<file path="config.mk">
export PLATFORM = sky130hd
export DESIGN_NAME = bitstream_accum_flat
export DESIGN_NICKNAME = d
export VERILOG_FILES = /design/src/rtl/bitstream_accum_if.sv /design/src/rtl/bitstream_accum.sv /design/src/flat_wrapper.sv
export SDC_FILE = /design/constraint.sdc
export NUM_CORES = 1
export LEC_CHECK = 0
export BUFFER_PORTS_ARGS = -buffer_cell sky130_fd_sc_hd__buf_2
export CAP_MARGIN = 10
export CORE_AREA = 2 2 106 108
export DETAILED_ROUTE_END_ITERATION = 6
export DIE_AREA = 0 0 108 110
export MAX_ROUTING_LAYER = met4
export PLACE_DENSITY = 0.66
export SYNTH_ARGS = -nofsm -noshare
export SYNTH_HDL_FRONTEND = slang
export SYNTH_SLANG_ARGS = --single-unit
</file>
<file path="constraint.sdc">
create_clock -name clk -period 5.8 [get_ports clk]
set_input_delay 0.58 -clock clk [delete_from_list [all_inputs] [get_ports clk]]
set_output_delay 0.58 -clock clk [all_outputs]
set_load 0.03 [all_outputs]
</file>
<file path="src/rtl/bitstream_accum_if.sv">
// Handshake bundle between the phase stage, the frame accumulator and its consumer.
interface bitstream_accum_if #(
  parameter int unsigned BITSTREAM = 64,
  parameter int unsigned BEATS_W   = 8
);
  localparam int unsigned POP_W = $clog2(BITSTREAM + 1);
  localparam int unsigned SUM_W = POP_W + BEATS_W;

  logic                 in_valid;
  logic                 in_ready;
  logic [BITSTREAM-1:0] in_bits;
  logic                 in_last;
  logic                 out_valid;
  logic                 out_ready;
  logic [SUM_W-1:0]     out_sum;
  logic [BEATS_W-1:0]   out_beats;
  logic                 out_ovf;

  // Producer of words / consumer of results
  modport master (
    output in_valid, in_bits, in_last, out_ready,
    input  in_ready, out_valid, out_sum, out_beats, out_ovf
  );

  // The accumulator itself
  modport slave (
    input  in_valid, in_bits, in_last, out_ready,
    output in_ready, out_valid, out_sum, out_beats, out_ovf
  );
endinterface

</file>
<file path="src/rtl/bitstream_accum.sv">
// Frame accumulator: popcounts each stochastic bitstream word, sums the counts
// over a frame (terminated by in_last or by reaching the maximum beat count)
// and presents the total with a valid/ready handshake.
module bitstream_accum #(
  parameter int unsigned BITSTREAM = 64,
  parameter int unsigned BEATS_W   = 8
) (
  input  logic             clk,
  input  logic             rst_n,
  bitstream_accum_if.slave bus
);
  localparam int unsigned POP_W = $clog2(BITSTREAM + 1);
  localparam int unsigned SUM_W = POP_W + BEATS_W;
  localparam logic [BEATS_W-1:0] BEATS_MAX = '1;

  typedef enum logic [1:0] {
    S_IDLE,
    S_ACCUM,
    S_HOLD
  } state_t;

  state_t             state;
  logic               stall;
  logic               accept;
  logic [POP_W-1:0]   pop_in;

  logic               p_valid;
  logic [POP_W-1:0]   p_pop;
  logic               p_last;

  logic [SUM_W-1:0]   acc;
  logic [BEATS_W-1:0] beats;
  logic [SUM_W-1:0]   sum_inc;
  logic [BEATS_W-1:0] beats_inc;
  logic               p_end;

  logic [SUM_W-1:0]   out_sum_q;
  logic [BEATS_W-1:0] out_beats_q;
  logic               out_ovf_q;

  // A held result is out_valid; HOLD is left only through an out_ready edge.
  assign bus.out_valid = (state == S_HOLD);
  assign bus.out_sum   = out_sum_q;
  assign bus.out_beats = out_beats_q;
  assign bus.out_ovf   = out_ovf_q;
  assign stall         = bus.out_valid & ~bus.out_ready;
  assign bus.in_ready  = ~stall;
  assign accept        = bus.in_valid & bus.in_ready;

  // Population count of the incoming word; rotation-invariant by construction.
  always_comb begin
    pop_in = '0;
    for (int unsigned i = 0; i < BITSTREAM; i++) begin
      pop_in = pop_in + POP_W'(bus.in_bits[i]);
    end
  end

  // Next accumulator values and frame-end detection for the word in stage P.
  always_comb begin
    sum_inc   = acc + SUM_W'(p_pop);
    beats_inc = beats + 1'b1;
    p_end     = p_valid & (p_last | (beats_inc == BEATS_MAX));
  end

  // Stage P: register popcount and last flag of the accepted word.
  always_ff @(posedge clk or negedge rst_n) begin
    if (!rst_n) begin
      p_valid <= 1'b0;
      p_pop   <= '0;
      p_last  <= 1'b0;
    end else if (!stall) begin
      p_valid <= accept;
      if (accept) begin
        p_pop  <= pop_in;
        p_last <= bus.in_last;
      end
    end
  end

  // Stage A + frame state: accumulate, close frames, hold result until taken.
  always_ff @(posedge clk or negedge rst_n) begin
    if (!rst_n) begin
      state       <= S_IDLE;
      acc         <= '0;
      beats       <= '0;
      out_sum_q   <= '0;
      out_beats_q <= '0;
      out_ovf_q   <= 1'b0;
    end else if (!stall) begin
      if (p_end) begin
        out_sum_q   <= sum_inc;
        out_beats_q <= beats_inc;
        out_ovf_q   <= ~p_last;
        acc         <= '0;
        beats       <= '0;
        state       <= S_HOLD;
      end else if (p_valid) begin
        acc   <= sum_inc;
        beats <= beats_inc;
        state <= S_ACCUM;
      end else begin
        state <= (accept || beats != '0) ? S_ACCUM : S_IDLE;
      end
    end
  end
endmodule

</file>
<file path="src/flat_wrapper.sv">
// flat-port wrapper written by rule: the top's interface ports become plain ports
module bitstream_accum_flat 
#(
  parameter int unsigned BITSTREAM = 64,
  parameter int unsigned BEATS_W   = 8
)
  (clk, rst_n, bus_in_valid, bus_in_bits, bus_in_last, bus_out_ready, bus_in_ready, bus_out_valid, bus_out_sum, bus_out_beats, bus_out_ovf);
  bitstream_accum_if #(.BITSTREAM(BITSTREAM), .BEATS_W(BEATS_W)) bus_i ();
  input  logic clk;
  input  logic rst_n;
  input wire logic [$bits(bus_i.in_valid)-1:0] bus_in_valid;
  input wire logic [$bits(bus_i.in_bits)-1:0] bus_in_bits;
  input wire logic [$bits(bus_i.in_last)-1:0] bus_in_last;
  input wire logic [$bits(bus_i.out_ready)-1:0] bus_out_ready;
  output wire logic [$bits(bus_i.in_ready)-1:0] bus_in_ready;
  output wire logic [$bits(bus_i.out_valid)-1:0] bus_out_valid;
  output wire logic [$bits(bus_i.out_sum)-1:0] bus_out_sum;
  output wire logic [$bits(bus_i.out_beats)-1:0] bus_out_beats;
  output wire logic [$bits(bus_i.out_ovf)-1:0] bus_out_ovf;
  assign bus_i.in_valid = bus_in_valid;
  assign bus_i.in_bits = bus_in_bits;
  assign bus_i.in_last = bus_in_last;
  assign bus_i.out_ready = bus_out_ready;
  assign bus_in_ready = bus_i.in_ready;
  assign bus_out_valid = bus_i.out_valid;
  assign bus_out_sum = bus_i.out_sum;
  assign bus_out_beats = bus_i.out_beats;
  assign bus_out_ovf = bus_i.out_ovf;
  bitstream_accum #(.BITSTREAM(BITSTREAM), .BEATS_W(BEATS_W)) u_core (.clk(clk), .rst_n(rst_n), .bus(bus_i));
endmodule
</file>
==> results.md, run 1 <==
- Status: finished, violations left
- Violated checks: negative setup slack
- Die area: between 10000 and 15000 um2
- Met1 wire length: 4.01 mm
- Hold Path Class: input pin to asynchronous set/reset pin
- Max-cap violations: 0
- Max-slew violations: 0
- Critical path class: input pin to flop
- Routability cong.: 0.847
- Adder-cell share of the synthesized area: a little under a third
- Reg2Reg Capture Point: u_core.bus.out_beats[1]$_DFFE_PN0P_
- Reg2Reg Depth: 7
- Final WL: 9.10 mm
- Clock Sinks: a little under 60
- Number of synthesized register bits: 58
- CP Launch Type: input pin
- Syn nets: 618
- Tot GR Track Use: 17.3%
- Vias in the first global route: 3642
- Synth Flop Type: dfrtp_1
- Critical path fanouts, max: 2
- Initial cell density of the core: 43.9%
- Placed cell areas: 5350 um2
- Post-route cell area: roughly 5600 um2
- Commonest cells in the netlist: 98 x inv_1, 58 x dfrtp_1, 55 x fa_1, 43 x nand2_1, 26 x ha_1
- Clk slew on worst S/H paths: around 60 ps
- Antenna violations before repair: 0
- CTS H-tree depth: 3
- Met3 wire len: about 370 um
- Antenna-violating nets left: 0
- First-pass GRT wire length: 16.0 mm
- Cell area after synthesis: ~4700 um2
- Num CTS Buffers: 9
- Finished Core Util: between 50% and 60%
- Worst EP arrival: a little over 6000 ps
- Slew headroom: roughly 48%
- Period Utilization, post-route: 101%
- Cell taking the most area after synthesis: dfrtp_1
- RR Startpoint: u_core.beats[0]$_DFFE_PN0P_
- Die height: between 100 and 150 um
- Ys async rst share: 100%
- CTS tree: done
- Worst setup EP type: flop
- Post-synthesis mux area share: 2.37%
- Largest net degree at the start of global routing: 59
- Final Hold Violating Endpoints: 0
- Ports: between 90 and 100
- Multi-input logic area: approximately 2800 um2
- Seq/Total Area, Yosys: a little under a third
- R2r setup slk: around 3200 ps
- Top Layer Used: met4
- Drt pass-1 iters: 4
- Post-Synth XOR/XNOR Area: approximately 3.5%
- Area grow syn2layout: 18.8%
- DR DRC count: 0
- Layout fillers: ~1000
- Buffers on Ports: between 90 and 100
- Max frequency: between 150 and 200 MHz
- DRT iter0 DRCs: 152
- Wire per inst: between 10 and 15 um
- Horiz. Die Dim: around 110 um
- Count leader, synth: inv_1
- Final setup vio count: 3
- Simple-gate share of the synthesized area: between 10% and 20%
- CP required: between 6000 and 7000 ps
- Synth cell types: 54
- Rows: 38
- Post-CTS setup repair buffer count: 0
- Core area: 10700 um2
- Synthesized area per cell: about 10 um2
- Clock root cell: clkbuf_8
- Slew @ Worst Pin: around 780 ps
- Antenna diodes: 0
- RSZ-0062 raised after global routing: true
- Combinational family with the most area after synthesis: adder cells
- Via/cell ratio: approximately 4.9
- Final WS setup: -48.6 ps
- Max Clock Skew: ~7.3 ps
- DR vias: 3478
- Mapped Cells: roughly 470
- Synth warn: 0
- Synth Area in Compound Gates: about 13%
- Skew-Pair Late Insertion Delay: between 300 and 400 ps
- Register Area: 1450 um2
- Top cells by area, synth: dfrtp_1 31%, fa_1 23%, inv_1 7.8%, ha_1 6.9%, nand2_1 3.4%
- Gr ovfl total: 0
- Fin Setup TNS: -94.1 ps
- WL met2: roughly 4.6 mm
- DPL Wire Length: around 7.3 mm
- Post-layout min period: 5850 ps
- EDFF count, synth: 0
- Fin nets: about 720
- Deepest clock path buffer count: 2
- Layout cells sized above 1: roughly a quarter
- Post-synth top area share: 30.9%
-- metrics by stage --
| step | hold slack, ps | setup slack [ps] | instances |
|---|---|---|---|
| floorplan | 284 | -199 | 468 |
| global placement | 460 | -379 | 698 |
| detailed placement | 469 | -490 | 698 |
| CTS | 418 | -45.0 | 713 |
| global route | 460 | -248 | 713 |
| finish | 395 | -48.6 | 713 |
-- cells in the final DEF (no fill, tap or decap), types with 4 or more instances in the layout --
cell type  count
fa_1          50
o21ai_1       26
dfrtp_1       58
nor2_1         8
nand2_1       43
a22o_1         7
nor3_1         5
clkbuf_8      10
ha_1          25
inv_1         94
a21oi_1       14
a21o_1         6
buf_2         91
o31ai_1        4
xnor2_1        9
o21ai_0       15
buf_4         10
nor2b_1        7
fa_2           5
nand3_1        8
mux2_4         6
xor2_1        10
nand2b_1       6
-- sequential cells by signal, indices dropped and copies added (netlist names) --
signal                cells
u_core.p_valid            1
u_core.acc               15
u_core.bus.out_sum       15
u_core.p_pop              7
u_core.p_last             1
u_core.beats              8
u_core.state              2
u_core.bus.out_ovf        1
u_core.bus.out_beats      8
-- per-layer routing --
metal | GRT usage (%) | vias up
met3 | 3.76 | 10
met4 | 5.13 | 0
met5 | - | -
li1 | - | 1698
met1 | 21.6 | 1697
met2 | 28.7 | 73
-- final cells by class --
| cell class | count | share of cell area [%] |
|---|---|---|
| well taps | 140 | 3.14 |
| flip-flops and latches | 58 | 26.0 |
| multi-input cells | 298 | 50.6 |
| clock inverters | 3 | 0.718 |
| inverters | 98 | 6.73 |
| clock buffers | 12 | 2.60 |
| repair buffers | 104 | 10.2 |
-- worst max-delay path, stage by stage --
cell and delay (ps):
buf_6 90, ha_4 250, inv_2 30, fa_1 500, fa_1 430, fa_1 510, fa_1 450, fa_1 540
fa_1 430, fa_1 510, fa_1 430, fa_2 370, fa_2 350, nor2b_1 140, o21ai_1 80, nand2b_1 110
a21o_1 120, a21oi_1 60, o21ai_1 110
-- worst max path at each step --
stage	to	cells past startpoint	slack (ps)	startpoint
2_1_floorplan	u_core.p_pop[5]$_DFFE_PN0P_	21	-200	bus_in_bits[40]
3_3_place_gp	u_core.p_pop[6]$_DFFE_PN0P_	20	-380	bus_in_bits[40]
3_5_place_dp	u_core.p_pop[6]$_DFFE_PN0P_	20	-490	bus_in_bits[40]
4_1_cts	u_core.p_pop[6]$_DFFE_PN0P_	19	-50	bus_in_bits[1]
5_1_grt	u_core.p_pop[5]$_DFFE_PN0P_	22	-250	bus_in_bits[40]
6_report	u_core.p_pop[6]$_DFFE_PN0P_	19	-50	bus_in_bits[1]
-- what timing repair did --
| item | in CTS | in global routing |
|---|---|---|
| setup endpoints to repair | 4 | 5 |
| pin swaps | 9 | 2 |
| gates resized for setup | 9 | 0 |
| hold buffers | 0 | 0 |
-- kinds of logic after synthesis --
family	Yosys count
xor gates and xnor gates	19
and+or+nand+nor	97
AOI/OAI and AO/OA	93
DFF	58
adders and majority gates	81
buffers and inverters	112
muxes	8
Power of run 1 is left out: the tool's default activity adds up to more than one toggle a clock period on the data nets, which glitch-free logic cannot reach.
==> run 2, diff against run 1 <==
Settings changed: PLACE_DENSITY 0.66 to 0.69.
Clock period 5.8 ns to 4.8 ns, I/O delays scaled along.
==> run 2 against run 1 <==
Compared with the run above:
- cell count increased by 0.56%
- the flow still finishes with violations (negative setup slack)
- flip-flop and latch count unchanged
- clock skew increased by 7.4 ps
- critical endpoint unchanged
- die area unchanged
- first-iteration DRC count increased by 0.66%
- register-to-register slack got worse by 1000 ps
- sequential share of layout area decreased by 0.34 points
- utilization increased by 0.69 points
==> results.md, run 2 (synthesized netlist as in run 1, its figures left out) <==
- Deepest clock path buffer count: 2 (unchanged)
- DRT iter0 DRCs: 153 (+0.66%)
- Buffers on Ports: 94 (unchanged)
- Post-layout min period: 5760 ps
- CP Launch Type: input pin
- Ports: 95 (unchanged)
- Die area: 11900 um2 (unchanged)
- Antenna-violating nets left: 0 (unchanged)
- Final Hold Violating Endpoints: 0 (unchanged)
- CP cell instances: buf_6 > ha_4 > inv_2 > fa_1 > fa_1 > fa_1 > fa_1 > fa_1 > fa_1 > fa_1 > fa_1 > fa_2 > fa_2 > nor2b_1 > o21ai_1 > nand2b_1 > a21o_1 > a21oi_1 > o21ai_1
- Rows: 38 (unchanged)
- Worst stage delay on the critical path: 550 ps (about the same)
- Final WL: 9.33 mm (+2.5%)
- CP required: 5050 ps (-1000 ps)
- Antenna violations before repair: 0 (unchanged)
- Critical path's top delay family: adder cells
- Tot GR Track Use: 17.5% (+0.12 points)
- Layout cells sized above 1: 26.0% (+1.0 points)
- Placed cell areas: 5360 um2 (+0.14%)
- DR vias: 3518 (+1.2%)
- R2r setup slk: 2170 ps (-1020 ps)
- Worst EP arrival: 6010 ps (-90 ps)
- Slew @ Worst Pin: 746 ps (-29.0 ps)
- Core area: 10700 um2 (unchanged)
- Hold Path Class: input pin to asynchronous set/reset pin
- Num CTS Buffers: 9 (unchanged)
- Vias in the first global route: 3554 (-2.4%)
- Fin nets: 722 (+0.42%)
- Antenna diodes: 0 (unchanged)
- Hold buffer count at cts: 0 (unchanged)
- Max-slew violations: 0 (unchanged)
- Fin Setup TNS: -5390 ps (-5300 ps)
- Final WS setup: -957 ps (-909 ps)
- Violated checks: negative setup slack
- Status: finished, violations left
- WP buf/inv: 2 (unchanged)
- RR Startpoint: u_core.beats[0]$_DFFE_PN0P_
- RSZ-0062 raised after global routing: true
- Most frequent cells in the layout: 94 x inv_1, 91 x buf_2, 58 x dfrtp_1
- Skew-Pair Late Insertion Delay: 350 ps (about the same)
- CTS tree: done
- Clock Sinks: 58 (unchanged)
- Most common cell after layout, fill and taps aside: inv_1
- Max frequency: about 170 MHz
- Max-cap violations: 0 (unchanged)
- Wire per inst: 13.0 um (+2.0%)
- Reg2Reg Capture Point: u_core.bus.out_sum[0]$_DFFE_PN0P_
- Drt pass-1 iters: 4 (unchanged)
- DPL Wire Length: 7.40 mm (+1.2%)
- Most used cell, CP: fa_1
- Slew headroom: 50.0% (+1.8 points)
- CTS H-tree depth: 3 (unchanged)
- DR DRC count: 0 (unchanged)
- First-pass GRT wire length: 16.0 mm (-0.13%)
- Area grow syn2layout: 20.4%
- Gr ovfl total: 0 (unchanged)
- Routability cong.: 0.918 (+8.4%)
- Clock root cell: clkbuf_8
- Final setup vio count: 7 (+4)
- Worst setup EP type: flop
- Max Clock Skew: 14.7 ps (+7.41 ps)
- Via/cell ratio: 4.91 (+0.59%)
- Critical path fanouts, max: 2 (unchanged)
- Critical Path Slowest Stage Cell: fa_1
- Post-route cell area: 5650 um2 (+1.3%)
- Reg2Reg Depth: 7 (unchanged)
- Horiz. Die Dim: 108 um (unchanged)
- Initial cell density of the core: 43.9% (unchanged)
- Die height: 110 um (unchanged)
- Critical path class: input pin to flop
- Clk slew on worst S/H paths: 80 ps (+20 ps)
- Largest net degree at the start of global routing: 59 (unchanged)
- Critical Path Stages: 19 (unchanged)
- Period Utilization, post-route: 120%
-- run 2: changes by cell type in the layout (fill, tap and decap cells not counted) --
cell	before	now
buf_4	10	13
buf_6	2	3
buf_8	1	0
bufinv_16	1	2
clkbuf_1	2	0
clkbuf_8	10	12
clkinv_2	2	1
clkinvlp_4	0	1
fa_1	50	49
fa_2	5	6
o21ai_0	15	12
o21ai_1	26	29
-- run 2: cell type report --
class                           count  area, um2
Tap cell                          140        175
Inverter                           98        375
Clock inverter                      4       72.6
Fill cell                         970       5050
Timing Repair Buffer              107        587
Multi-Input combinational cell    298       2820
Clock buffer                       12        165
Sequential cell                    58       1450
-- run 2: per-stage QoR --
stage / utilization, % / instances / hold WS [ps] / setup WS [ps]
floorplan: - / 468 / 184 / -1100
global placement: 50.1 / 699 / 461 / -1280
detailed placement: 50.1 / 699 / 471 / -1360
CTS: 52.9 / 718 / 307 / -940
global route: 52.8 / 717 / 332 / -1130
finish: 52.8 / 717 / 266 / -957
-- run 2: repair_timing --
action / in CTS / in global routing
setup endpoints to repair: 7 / 7
pin swaps: 8 / 2
buffers inserted: 3 / 0
resized for setup: 8 / 2
-- run 2: worst register-to-register path, cell delays in order, from the launching register on --
cell and delay [ps]:
dfrtp_1 520, ha_1 300, nor2b_1 250, nand2_1 130
a221oi_4 470, o21ai_2 200, buf_4 300, mux2_4 350
-- run 2: routing by layer --
metal | global-route usage (%) | up-vias | part of all wire [%]
li1 | - | 1712 | -
met1 | 21.5 | 1718 | 43
met2 | 29.5 | 78 | 51
met3 | 3.82 | 10 | 4.8
met4 | 4.49 | 0 | 1.4
met5 | - | - | 0
-- run 2: worst max path at each step --
stage / start / endpoint / slack, ps
after floorplan: bus_in_bits[40] / u_core.p_pop[5]$_DFFE_PN0P_ / -1100
after global placement: bus_in_bits[40] / u_core.p_pop[6]$_DFFE_PN0P_ / -1280
after detailed placement: bus_in_bits[40] / u_core.p_pop[5]$_DFFE_PN0P_ / -1360
after CTS: bus_in_bits[1] / u_core.p_pop[6]$_DFFE_PN0P_ / -940
after global routing: bus_in_bits[1] / u_core.p_pop[5]$_DFFE_PN0P_ / -1130
final: bus_in_bits[1] / u_core.p_pop[6]$_DFFE_PN0P_ / -960
Power of run 2 is left out for the same reason.
==> run 3, diff against run 2 <==
Settings changed: SKIP_CTS_REPAIR_TIMING set to 1.
==> run 3 against run 2 <==
Compared with the run above:
- largest cell class unchanged
- utilization hardly changed
- flip-flop and latch count unchanged
- critical path depth increased by 2
- global-route usage decreased by 0.26 points
- the flow still finishes with violations (negative setup slack)
- maximum frequency decreased by 0.50%
- worst setup slack got worse by 29 ps
==> results.md, run 3 (synthesized netlist as in run 1, its figures left out) <==
- Rows: 38 (unchanged)
- Slew headroom: 49.7% (-0.28 points)
- Final setup vio count: 7 (unchanged)
- Antenna diodes: 0 (unchanged)
- Most frequent cells in the layout: 91 x buf_2, 87 x inv_1, 58 x dfrtp_1
- Deepest clock path buffer count: 2 (unchanged)
- CP cell instances: buf_6 > ha_4 > inv_2 > fa_1 > fa_1 > fa_1 > fa_1 > fa_1 > inv_2 > fa_1 > fa_1 > inv_2 > fa_1 > inv_1 > ha_1 > nor2b_2 > o21ai_1 > nand2b_1 > a21oi_2 > or4b_4 > nand3_1
- Tot GR Track Use: 17.2% (-0.26 points)
- Critical path class: input pin to flop
- Buffers on Ports: 94 (unchanged)
- First-pass GRT wire length: 15.8 mm (-1.2%)
- Horiz. Die Dim: 108 um (unchanged)
- Most common cell after layout, fill and taps aside: buf_2
- CP required: 5070 ps (+20 ps)
- Violated checks: negative setup slack
- Area grow syn2layout: 20.5% (about the same)
- RSZ-0062 raised after global routing: true
- Antenna-violating nets left: 0 (unchanged)
- Most used cell, CP: fa_1
- Antenna violations before repair: 0 (unchanged)
- Layout fillers: 978 (+0.82%)
- Slew @ Worst Pin: 751 ps (+4.22 ps)
- Die area: 11900 um2 (unchanged)
- Fin nets: 722 (unchanged)
- Final WL: 9.30 mm (-0.32%)
- Drt pass-1 iters: 7 (+3)
- Worst setup EP type: flop
- Hold Slack: 267 ps (+0.627 ps)
- Wire per inst: 13.0 um (-0.32%)
- Clk slew on worst S/H paths: 70 ps (about the same)
- Die height: 110 um (unchanged)
- Gr ovfl total: 0 (unchanged)
- Fin Setup TNS: -5600 ps (-201 ps)
- Skew-Pair Late Insertion Delay: 340 ps (about the same)
- Status: finished, violations left
- Placed cell areas: 5360 um2 (unchanged)
- DRT iter0 DRCs: 146 (-4.6%)
- Ports: 95 (unchanged)
- Core area: 10700 um2 (unchanged)
- Max frequency: 173 MHz (-0.50%)
- Finished Core Util: 52.9% (about the same)
- Post-layout min period: 5790 ps (+29.2 ps)
- Worst EP arrival: 6050 ps (+40 ps)
- Max-cap violations: 0 (unchanged)
- Num CTS Buffers: 9 (unchanged)
- Routability cong.: 0.918 (unchanged)
- CTS H-tree depth: 3 (unchanged)
- Max-slew violations: 0 (unchanged)
- Post-route cell area: 5650 um2 (about the same)
- Clock root cell: clkbuf_8
- Initial cell density of the core: 43.9% (unchanged)
- Final Hold Violating Endpoints: 0 (unchanged)
- DR vias: 3509 (-0.26%)
- Period Utilization, post-route: 121% (+0.61 points)
- CTS tree: done
- DPL Wire Length: 7.40 mm (unchanged)
- Largest net degree at the start of global routing: 59 (unchanged)
- Final WS setup: -987 ps (-29.2 ps)
- Max Clock Skew: 14.3 ps (-0.425 ps)
- Via/cell ratio: 4.89 (-0.26%)
- Critical path fanouts, max: 2 (unchanged)
- CP Launch Type: input pin
- Clock Sinks: 58 (unchanged)
- DR DRC count: 0 (unchanged)
- Vias in the first global route: 3518 (-1.0%)
- Hold Path Class: input pin to asynchronous set/reset pin
- Critical Path Slowest Stage Cell: fa_1
- Layout cells sized above 1: 27.6% (+1.6 points)
- Worst stage delay on the critical path: 570 ps (+20 ps)
run 3: final timing paths:
path | startpoint | slack, ps | end | cells past startpoint
setup / recovery | bus_in_bits[1] | -990 | u_core.p_pop[5]$_DFFE_PN0P_ | 21
hold reg to reg | u_core.bus.out_sum[9]$_DFFE_PN0P_ | 480 | u_core.bus.out_sum[9]$_DFFE_PN0P_ | 2
setup reg to reg | u_core.beats[0]$_DFFE_PN0P_ | 2190 | u_core.bus.out_sum[0]$_DFFE_PN0P_ | 7
min in group clk | bus_out_ready | 400 | u_core.p_valid$_DFFE_PN0N_ | 4
hold / removal | rst_n | 270 | u_core.p_valid$_DFFE_PN0N_ | 2
max in group asynchronous | rst_n | 4030 | u_core.bus.out_sum[0]$_DFFE_PN0P_ | 2
run 3: area by class of cell:
cell class,instances,area (um2),area share [%]
clock inverter,4,72.6,1.28
sequential,58,1450,25.7
timing repair buffer,107,583,10.3
tap,140,175,3.10
multi-input combinational,298,2830,50.1
inverter,98,375,6.64
clock buffer,12,165,2.92
run 3: metrics by stage:
stage               std cells  worst slack [ps]
floorplan                 468             -1100
global placement          699             -1280
detailed placement        699             -1360
CTS                       715             -1020
global route              717             -1160
finish                    717              -987
run 3: critical path, delay by kind of cell:
kind | cells | cell delay [ps]
AOI/OAI and AO/OA | 2 | 140
and+or+nand+nor | 4 | 790
adders and majority gates | 10 | 4360
buffers and inverters | 5 | 300
run 3: per-layer routing:
layer  share of wire [%]  track usage [%]
met5                   0                -
met4                 1.2             4.21
met3                 5.3             3.82
met2                  51             28.8
met1                  43             21.4
Power of run 3 is left out for the same reason.
